<file path="config.mk">
export PLATFORM = sky130hd
export DESIGN_NAME = dca_matrix_lsu_rdata_unpacker_flat
export DESIGN_NICKNAME = d
export VERILOG_FILES = /design/src/rtl/dca_matrix_lsu_rdata_unpacker_if.sv /design/src/rtl/dca_matrix_lsu_rdata_unpacker.sv /design/src/flat_wrapper.sv
export SDC_FILE = /design/constraint.sdc
export NUM_CORES = 1
export LEC_CHECK = 0
export ABC_AREA = 1
export BUFFER_PORTS_ARGS = -buffer_cell sky130_fd_sc_hd__buf_2
export CAP_MARGIN = 5
export CORE_MARGIN = 1.5
export CORE_UTILIZATION = 56
export CTS_CLUSTER_DIAMETER = 40
export DETAILED_ROUTE_END_ITERATION = 16
export PLACE_DENSITY = 0.86
export SKIP_CTS_REPAIR_TIMING = 1
export SYNTH_ARGS = -nofsm -noshare
export SYNTH_HDL_FRONTEND = slang
export SYNTH_SLANG_ARGS = --single-unit
</file>
<file path="constraint.sdc">
create_clock -name clk -period 2.3 [get_ports clk]
set_clock_uncertainty 0.2 [all_clocks]
set_input_delay 0.69 -clock clk [delete_from_list [all_inputs] [get_ports clk]]
set_output_delay 0.69 -clock clk [all_outputs]
set_load 0.01 [all_outputs]
</file>
<file path="src/rtl/dca_matrix_lsu_rdata_unpacker_if.sv">
// rtl/dca_matrix_lsu_rdata_unpacker_if.sv - descriptor, AXI R and tensor row channels of the load unpacker
interface dca_matrix_lsu_rdata_unpacker_if #(
  parameter int BW_AXI_DATA   = 32,
  parameter int BW_TENSOR_ROW = 128,
  parameter int BW_NUM_ROWS   = 8
);
  logic                     txn_valid;
  logic                     txn_ready;
  logic [BW_NUM_ROWS-1:0]   txn_num_rows;
  logic                     rvalid;
  logic                     rready;
  logic [BW_AXI_DATA-1:0]   rdata;
  logic                     rlast;
  logic [1:0]               rresp;
  logic                     row_valid;
  logic                     row_ready;
  logic [BW_TENSOR_ROW-1:0] row_data;
  logic                     row_last;
  logic                     busy;
  logic                     done;
  logic                     error;

  modport slave (
    input  txn_valid, txn_num_rows, rvalid, rdata, rlast, rresp, row_ready,
    output txn_ready, rready, row_valid, row_data, row_last, busy, done, error
  );

  modport master (
    output txn_valid, txn_num_rows, rvalid, rdata, rlast, rresp, row_ready,
    input  txn_ready, rready, row_valid, row_data, row_last, busy, done, error
  );
endinterface

</file>
<file path="src/rtl/dca_matrix_lsu_rdata_unpacker.sv">
// rtl/dca_matrix_lsu_rdata_unpacker.sv - packs AXI R beats into tensor rows for the matrix LSU load path
module dca_matrix_lsu_rdata_unpacker #(
  parameter int BW_AXI_DATA   = 32,
  parameter int BW_TENSOR_ROW = 128,
  parameter int BW_NUM_ROWS   = 8
) (
  input  logic clk,
  input  logic rstnn,
  input  logic clear,
  dca_matrix_lsu_rdata_unpacker_if.slave bus
);
  localparam int BEATS_PER_ROW = BW_TENSOR_ROW / BW_AXI_DATA;
  localparam int BW_BEAT_CNT   = $clog2(BEATS_PER_ROW) + 1;
  localparam logic [BW_BEAT_CNT-1:0] LAST_BEAT = BW_BEAT_CNT'(BEATS_PER_ROW - 1);

  typedef enum logic [1:0] {IDLE, COLLECT, OUTPUT, FINISH} state_t;

  state_t                   state;
  state_t                   state_nxt;
  logic [BW_BEAT_CNT-1:0]   beat_cnt;
  logic [BW_NUM_ROWS-1:0]   rows_left;
  logic [BW_TENSOR_ROW-1:0] row_buf;
  logic                     error_q;
  logic                     txn_fire;
  logic                     beat_fire;
  logic                     row_fire;
  logic                     final_beat;
  logic                     last_row;

  // Handshakes are derived from state directly so clear blocks every transfer in its cycle.
  assign txn_fire   = (state == IDLE)    && !clear && bus.txn_valid;
  assign beat_fire  = (state == COLLECT) && !clear && bus.rvalid;
  assign row_fire   = (state == OUTPUT)  && !clear && bus.row_ready;
  assign final_beat = (beat_cnt == LAST_BEAT);
  assign last_row   = (rows_left == BW_NUM_ROWS'(1));

  always_ff @(posedge clk or negedge rstnn) begin
    if (!rstnn) begin
      state <= IDLE;
    end else if (clear) begin
      state <= IDLE;
    end else begin
      state <= state_nxt;
    end
  end

  always_comb begin
    state_nxt     = state;
    bus.txn_ready = 1'b0;
    bus.rready    = 1'b0;
    bus.row_valid = 1'b0;
    bus.row_last  = 1'b0;
    bus.done      = 1'b0;
    bus.busy      = (state != IDLE);
    case (state)
      IDLE: begin
        bus.txn_ready = !clear;
        if (txn_fire) begin
          state_nxt = (bus.txn_num_rows == '0) ? FINISH : COLLECT;
        end
      end
      COLLECT: begin
        bus.rready = !clear;
        if (beat_fire && final_beat) begin
          state_nxt = OUTPUT;
        end
      end
      OUTPUT: begin
        bus.row_valid = !clear;
        bus.row_last  = last_row;
        if (row_fire) begin
          state_nxt = last_row ? FINISH : COLLECT;
        end
      end
      FINISH: begin
        bus.done  = 1'b1;
        state_nxt = IDLE;
      end
      default: state_nxt = IDLE;
    endcase
  end

  always_ff @(posedge clk or negedge rstnn) begin
    if (!rstnn) begin
      beat_cnt  <= '0;
      rows_left <= '0;
      row_buf   <= '0;
      error_q   <= 1'b0;
    end else if (clear) begin
      beat_cnt  <= '0;
      rows_left <= '0;
      row_buf   <= '0;
      error_q   <= 1'b0;
    end else begin
      if (txn_fire) begin
        rows_left <= bus.txn_num_rows;
        beat_cnt  <= '0;
        error_q   <= 1'b0;
      end
      if (beat_fire) begin
        for (int k = 0; k < BEATS_PER_ROW; k++) begin
          if (beat_cnt == BW_BEAT_CNT'(k)) begin
            row_buf[k*BW_AXI_DATA +: BW_AXI_DATA] <= bus.rdata;
          end
        end
        beat_cnt <= final_beat ? '0 : beat_cnt + BW_BEAT_CNT'(1);
        // Bad response or rlast misplaced relative to the row boundary: flag it but keep packing.
        if (bus.rresp[1] || (bus.rlast != final_beat)) begin
          error_q <= 1'b1;
        end
      end
      if (row_fire) begin
        rows_left <= rows_left - BW_NUM_ROWS'(1);
      end
    end
  end

  assign bus.row_data = row_buf;
  assign bus.error    = error_q;
endmodule
</file>
<file path="src/flat_wrapper.sv">
// flat-port wrapper written by rule: the top's interface ports become plain ports
module dca_matrix_lsu_rdata_unpacker_flat 
#(
  parameter int BW_AXI_DATA   = 32,
  parameter int BW_TENSOR_ROW = 128,
  parameter int BW_NUM_ROWS   = 8
)
  (clk, rstnn, clear, bus_txn_valid, bus_txn_num_rows, bus_rvalid, bus_rdata, bus_rlast, bus_rresp, bus_row_ready, bus_txn_ready, bus_rready, bus_row_valid, bus_row_data, bus_row_last, bus_busy, bus_done, bus_error);
  dca_matrix_lsu_rdata_unpacker_if #(.BW_AXI_DATA(BW_AXI_DATA), .BW_TENSOR_ROW(BW_TENSOR_ROW), .BW_NUM_ROWS(BW_NUM_ROWS)) bus_i ();
  input  logic clk;
  input  logic rstnn;
  input  logic clear;
  input wire logic [$bits(bus_i.txn_valid)-1:0] bus_txn_valid;
  input wire logic [$bits(bus_i.txn_num_rows)-1:0] bus_txn_num_rows;
  input wire logic [$bits(bus_i.rvalid)-1:0] bus_rvalid;
  input wire logic [$bits(bus_i.rdata)-1:0] bus_rdata;
  input wire logic [$bits(bus_i.rlast)-1:0] bus_rlast;
  input wire logic [$bits(bus_i.rresp)-1:0] bus_rresp;
  input wire logic [$bits(bus_i.row_ready)-1:0] bus_row_ready;
  output wire logic [$bits(bus_i.txn_ready)-1:0] bus_txn_ready;
  output wire logic [$bits(bus_i.rready)-1:0] bus_rready;
  output wire logic [$bits(bus_i.row_valid)-1:0] bus_row_valid;
  output wire logic [$bits(bus_i.row_data)-1:0] bus_row_data;
  output wire logic [$bits(bus_i.row_last)-1:0] bus_row_last;
  output wire logic [$bits(bus_i.busy)-1:0] bus_busy;
  output wire logic [$bits(bus_i.done)-1:0] bus_done;
  output wire logic [$bits(bus_i.error)-1:0] bus_error;
  assign bus_i.txn_valid = bus_txn_valid;
  assign bus_i.txn_num_rows = bus_txn_num_rows;
  assign bus_i.rvalid = bus_rvalid;
  assign bus_i.rdata = bus_rdata;
  assign bus_i.rlast = bus_rlast;
  assign bus_i.rresp = bus_rresp;
  assign bus_i.row_ready = bus_row_ready;
  assign bus_txn_ready = bus_i.txn_ready;
  assign bus_rready = bus_i.rready;
  assign bus_row_valid = bus_i.row_valid;
  assign bus_row_data = bus_i.row_data;
  assign bus_row_last = bus_i.row_last;
  assign bus_busy = bus_i.busy;
  assign bus_done = bus_i.done;
  assign bus_error = bus_i.error;
  dca_matrix_lsu_rdata_unpacker #(.BW_AXI_DATA(BW_AXI_DATA), .BW_TENSOR_ROW(BW_TENSOR_ROW), .BW_NUM_ROWS(BW_NUM_ROWS)) u_core (.clk(clk), .rstnn(rstnn), .clear(clear), .bus(bus_i));
endmodule
</file>
==> run summary, run 1 <==
Status: finished, violations left
Failing checks: negative setup slack
GRT Residual Overflow: 0
Synthesized area: 6260 sq um
CP arrival: 1.52 ns
GR Util All Layers: 0.278
CP max-delay cell: dfrtp_1
DP Cell Count: 1,075
RSZ-0062 raised after global routing: yes
First-pass GRT wire length: 25,200 um
DRT iter0 DRCs: 433
Antenna violations before repair: 0
Fin cells: 1,116
Syn. warnings: 0
Port bufs: 182
Synthesized instance count: 762
Die Ht: 109 um
Die W: 109 um
Slew HR: 0.704
Htree depth: 4
Ports: 184
Seq cells post-synth: 142
Rows: 38
CP Class: flip-flop to output pin
Critical path peak fanout: 3
Critical Path RT: 1.41 ns
Die area: 11,800 sq um
Number of global-route vias before repair: 5,250
Setup violations, final: 2
CTS tree: built
Max stage delay on crit path: 0.42 ns
Antenna diodes: 0
Routed wire length: 15,900 um
Final hold violation count: 0
Pwr/cell area: 807 nW/um^2
Min Tclk post-route: 2.41 ns
Root buffer cell: clkbuf_8
Slew Limit Fails: 0
First-pass detailed-route iteration total: 6
Share of layout cells above drive strength 1: 0.272
Synth cell types: 22
Cts bufs inserted: 17
Area Overhead vs Synth: 30.6%
DR WL/cell: 14.3 um
Crit path capture type: output pin
DP Worst Slack: 0.112 ns
Drt via density: 5.00
MaxCap Viol Count: 0
Mapped Nets: 817
DP HPWL: 10,400 um
Worst-Skew Late Latency: 0.51 ns
# DRC: 0
Routed via count: 5,583
Placer Congestion: 0.927
Synth Area per Inst: 8.22 sq um
Clock tree sinks: 142
Startpoint Class: flip-flop
P_leak: 4.51 nW
Reg clk slew, reported paths: 0.06 ns
Core box area: 10,900 sq um
Power, Total: 6.60 mW
Bufs and invs on worst path: 2
Final period util: 1.05
Post-layout worst setup margin: -0.107 ns
Hold Path Class: input pin to flip-flop
Initial Util: 0.575
Layout Nets: 1,020
CP Cell Sequence: ha_4 -> nand2_1 -> nor2_1 -> nand2_2 -> inv_2 -> buf_6
Max Clk Rate: 415 MHz
Largest net degree at the start of global routing: 51
Clk buf depth: 2
Worst Tran Pin Value: 0.442 ns
Detail Route Antenna Nets: 0
Delay-heaviest family, CP: flip-flops
VDD IR max: 0.424 mV
Sequential fraction of the synthesis area: 0.568
per-layer routing:
layer | up-vias | track usage | routed length (um)
met5 | - | 0 | 0
met4 | 0 | 0.137 | 484
met3 | 35 | 0.0490 | 973
met2 | 228 | 0.453 | 7830
met1 | 2630 | 0.360 | 6630
li1 | 2690 | - | -
worst reg2reg max path, delay by kind of cell, from the launching register on:
family	cells	cell delay, ns
AND/OR/NAND/NOR	4	0.37
flip-flops	1	0.44
buffers and inverters	3	0.42
AO/OA/AOI/OAI	2	0.37
state kept, by name, summed over array words and instances, names as in the netlist:
register and flops:
u_core.rows_left 8, u_core.bus.error 1, u_core.beat_cnt 3, u_core.state 2, u_core.bus.row_data 128
synthesized netlist by cell type:
cell,number,share of area
nand2_1,174,0.10
nor2_1,48,0.029
inv_2,2,0.0012
or2_2,3,0.0030
nand3_1,17,0.014
nand2_4,1,0.0018
nand2_2,1,0.0010
o21ai_4,4,0.010
xor2_1,1,0.0014
o21ai_1,20,0.016
o211ai_1,1,0.0012
xnor2_1,1,0.0014
ha_1,6,0.012
buf_2,26,0.021
nor2_4,1,0.0018
inv_1,186,0.11
a21oi_1,2,0.0016
o22ai_1,3,0.0030
dfrtp_1,142,0.57
clkbuf_1,3,0.0018
nor3_1,1,0.00080
o21ai_0,119,0.095
cells by family (layout without fill, tap and decap cells):
kind of cell,Yosys count,in the layout,synth area share
fa+ha+maj,6,6,0.0120
simple gates,246,246,0.155
flops,142,142,0.568
buf+inv,217,431,0.135
compound gates,149,149,0.127
xor+xnor,2,2,0.00280
stage by stage:
step / utilization / area (sq um) / TNS [ns] / hold WS (ns)
global placement: 0.687 / 7470 / 0 / 0.264
finish: 0.751 / 8180 / -0.111 / 0.215
CTS: 0.740 / 8060 / -0.219 / -0.121
floorplan: - / 6260 / 0 / 0.194
global route: 0.751 / 8180 / -0.293 / 0.248
detailed placement: 0.687 / 7470 / 0 / 0.300
where the power goes:
part           total, mW  switching, mW  internal (mW)
logic               1.04          0.642          0.398
clock network       2.71           1.06           1.65
registers           2.85          0.133           2.72
total               6.60           1.84           4.76
cells in the final DEF (no fill, tap or decap), drive strengths merged:
cell and count:
buf 212, xnor2 1, clkinv 7, clkinvlp 1, nand2 176, nand3 17, or2 3, dfrtp 142
nor2 49, o211ai 1, a21oi 2, o21ai 143, dlygate4sd3 1, xor2 1, ha 6, o22ai 3
clkbuf 17, bufinv 3, nor3 1, inv 190
worst paths after layout:
kind	slack, ns	cells past startpoint	endpoint	startpoint
max	-0.11	6	bus_row_last	u_core.rows_left[0]
min	0.21	3	u_core.bus.error	bus_rresp[1]
max reg2reg	0.39	9	u_core.bus.row_data[17]	u_core.state[1]
min reg2reg	0.32	2	u_core.bus.error	u_core.bus.error
max in group asynchronous	0.87	3	u_core.bus.row_data[116]	rstnn
min in group asynchronous	0.45	2	u_core.rows_left[0]	rstnn
area by class of cell:
class                           instances  area (sq um)
Fill cell                             793          2710
Sequential cell                       142          3550
Inverter                              188           706
Clock buffer                           17           414
Multi-Input combinational cell        403          1890
Clock inverter                         13           168
Tap cell                              140           175
Timing Repair Buffer                  213          1270
Power figures use the tool's default switching activity.
==> run 2: changes to the inputs <==
ABC_AREA = default   (was 1)
PLACE_DENSITY = 0.85   (was 0.86)
TNS_END_PERCENT = 30   (was default)
==> run 2 against run 1 <==
Against the previous run: the flow still finishes with violations (negative setup slack); via count down 0.90%; sequential share of layout area up 0.051 points; die area up 1.8%; critical path type unchanged; power down 9.4%; largest cell class unchanged; register-to-register slack worse by 0.08 ns; critical endpoint unchanged; final area about the same.
==> run summary, run 2 <==
Status: finished, violations left (unchanged)
Failing checks: negative setup slack (unchanged)
First-pass GRT wire length: 26,400 um (was 25,200 um)
DP HPWL: 11,500 um (was 10,400 um)
Synth cell types: 47 (was 22)
Largest net degree at the start of global routing: 79 (was 51)
Most frequent cells in the layout: nand2_1 (233), buf_2 (178), dfrtp_1 (139) (was inv_1 (182), buf_2 (180), nand2_1 (172))
VDD IR max: 0.436 mV (was 0.424 mV)
CP Cell Sequence: nor4_4 -> and3_4 -> buf_6 (was ha_4 -> nand2_1 -> nor2_1 -> nand2_2 -> inv_2 -> buf_6)
DP Worst Slack: -0.0438 ns (was 0.112 ns)
Die area: 12,000 sq um (was 11,800 sq um)
Synthesized instance count: 668 (was 762)
P_leak: 3.94 nW (was 4.51 nW)
Routed via count: 5,533 (was 5,583)
Hold Path Class: flip-flop to flip-flop (was input pin to flip-flop)
Seq cells post-synth: 142 (unchanged)
Core box area: 11,000 sq um (was 10,900 sq um)
Die W: 110 um (was 109 um)
Antenna violations before repair: 0 (unchanged)
Layout Nets: 911 (was 1,020)
Critical path peak fanout: 4 (was 3)
Synth Area per Inst: 9.55 sq um (was 8.22 sq um)
Sequential fraction of the synthesis area: 0.557 (was 0.568)
Max stage delay on crit path: 0.44 ns (was 0.42 ns)
Delay-heaviest family, CP: simple AND/OR/NAND/NOR gates (was flip-flops)
Syn. warnings: 0 (unchanged)
Crit path capture type: output pin (unchanged)
Area Overhead vs Synth: 28.1% (was 30.6%)
Die Ht: 110 um (was 109 um)
Primary FF master, synth: dfrtp_1 (unchanged)
Number of global-route vias before repair: 5,437 (was 5,250)
Filler instances: 787 (was 793)
Asr flop ratio synth: 1.00 (unchanged)
Min Tclk post-route: 2.43 ns (was 2.41 ns)
GR Util All Layers: 0.289 (was 0.278)
Clk buf depth: 2 (unchanged)
Slew Limit Fails: 0 (unchanged)
Setup violations, final: 1 (was 2)
Commonest non-fill, non-tap cell in the layout: nand2_1 (was inv_1)
GRT Residual Overflow: 0 (unchanged)
Max reg flops: 128 (unchanged)
Rows: 38 (unchanged)
Clock tree sinks: 142 (unchanged)
CP arrival: 1.54 ns (was 1.52 ns)
Post-synth EDFFs: 0 (unchanged)
CP Class: flip-flop to output pin (unchanged)
Reg clk slew, reported paths: 0.06 ns (about the same)
Root buffer cell: clkbuf_16 (was clkbuf_8)
Share of the synthesized area in the top cell type: 0.557 (was 0.568)
Cts bufs inserted: 17 (unchanged)
DR WL/cell: 16.6 um (was 14.3 um)
Htree depth: 4 (unchanged)
MaxCap Viol Count: 0 (unchanged)
Slew HR: 0.653 (was 0.704)
Pwr/cell area: 732 nW/um^2 (was 807 nW/um^2)
Mapped Nets: 723 (was 817)
Final period util: 1.06 (was 1.05)
DRT iter0 DRCs: 423 (was 433)
RSZ-0062 raised after global routing: yes (unchanged)
Placer Congestion: 0.909 (was 0.927)
Setup total negative slack: -0.127 ns (was -0.111 ns)
First-pass detailed-route iteration total: 8 (was 6)
Largest area contributor in the netlist: dfrtp_1 (unchanged)
Startpoint Class: flip-flop (unchanged)
# DRC: 0 (unchanged)
Area contributors post-synth: dfrtp_1 (56%), nand2_1 (14%), a21oi_2 (8.2%), a21oi_1 (3.4%), nand2b_1 (3.1%) (was dfrtp_1 (57%), inv_1 (11%), nand2_1 (10%), o21ai_0 (9.5%), nor2_1 (2.9%))
Final hold violation count: 0 (unchanged)
Port bufs: 182 (unchanged)
Worst-Skew Late Latency: 0.42 ns (was 0.51 ns)
Detail Route Antenna Nets: 0 (unchanged)
Commonest cells in the synthesized netlist: nand2_1 (233), dfrtp_1 (142), a21oi_2 (60), a21oi_1 (43), o21ai_0 (39) (was inv_1 (186), nand2_1 (174), dfrtp_1 (142), o21ai_0 (119), nor2_1 (48))
Synthesized area: 6380 sq um (was 6260 sq um)
R2r setup slk: 0.31 ns (was 0.39 ns)
CP max-delay cell: dfrtp_2 (was dfrtp_1)
CTS tree: built (unchanged)
Final core utilization: 0.744 (was 0.751)
Bufs and invs on worst path: 1 (was 2)
Ports: 184 (unchanged)
Critical Path RT: 1.41 ns (about the same)
Share of layout cells above drive strength 1: 0.368 (was 0.272)
Worst Tran Pin Value: 0.520 ns (was 0.442 ns)
Drt via density: 5.48 (was 5.00)
Count leader, synth: nand2_1 (was inv_1)
Antenna diodes: 0 (unchanged)
Max Clk Rate: 412 MHz (was 415 MHz)
Initial Util: 0.581 (was 0.575)
Post-layout worst setup margin: -0.127 ns (was -0.107 ns)
Routed wire length: 16,700 um (was 15,900 um)
## run 2: final cells by class
type / instances / area, sq um / area share
Timing Repair Buffer: 217 / 1260 / 0.154
Multi-Input combinational cell: 473 / 2570 / 0.315
Clock buffer: 20 / 457 / 0.0559
Tap cell: 140 / 175 / 0.0214
Clock inverter: 12 / 133 / 0.0162
Inverter: 5 / 18.8 / 0.00230
Sequential cell: 142 / 3560 / 0.435
## run 2: worst paths after layout
check                                    startpoint                  endpoint  depth (start not counted)
max                             u_core.rows_left[2]              bus_row_last                          3
min                        u_core.bus.row_data[116]  u_core.bus.row_data[116]                          2
max reg2reg                         u_core.state[0]   u_core.bus.row_data[64]                          7
min reg2reg                u_core.bus.row_data[116]  u_core.bus.row_data[116]                          2
max in group asynchronous                     rstnn  u_core.bus.row_data[105]                          3
min in group asynchronous                     rstnn       u_core.rows_left[4]                          2
## run 2: cell families (layout without fill, tap and decap cells)
group           Yosys count  count (layout)  share of synthesized area
fa+ha+maj                 6               6                     0.0118
buf+inv                  53             254                     0.0486
mux                       1               1                    0.00157
flops                   142             142                      0.557
xor+xnor                  1               1                    0.00137
compound gates          160             160                      0.169
simple gates            305             305                      0.211
## run 2: layer usage
layer	up-vias	global-route usage	wire, um
met5	-	0	0
li1	2572	-	-
met1	2670	0.352	6720
met3	39	0.0694	1100
met2	252	0.488	8450
met4	0	0.129	468
## run 2: per-stage QoR
stage	power (mW)	instance area [sq um]	cells	hold slack, ns
3_5_place_dp	3.28	7520	976	0.265
4_1_cts	5.98	8110	1008	-0.00781
2_1_floorplan	2.97	6380	668	0.194
3_3_place_gp	3.25	7520	976	0.256
6_report	5.98	8170	1009	0.272
5_1_grt	6.19	8170	1009	0.296
## run 2: report_power, final
part / switching, mW / leakage, nW / internal (mW)
logic: 0.382 / 1.72 / 0.233
clock network: 1.06 / 0.283 / 1.66
registers: 0.0604 / 1.94 / 2.59
total: 1.51 / 3.94 / 4.48
## run 2: worst reg2reg max path: cells and delay by family (launching register included)
family | cells | cell delay (ns)
and+or+nand+nor | 3 | 0.55
AOI/OAI and AO/OA | 1 | 0.15
DFF | 1 | 0.37
buffers and inverters | 3 | 0.65
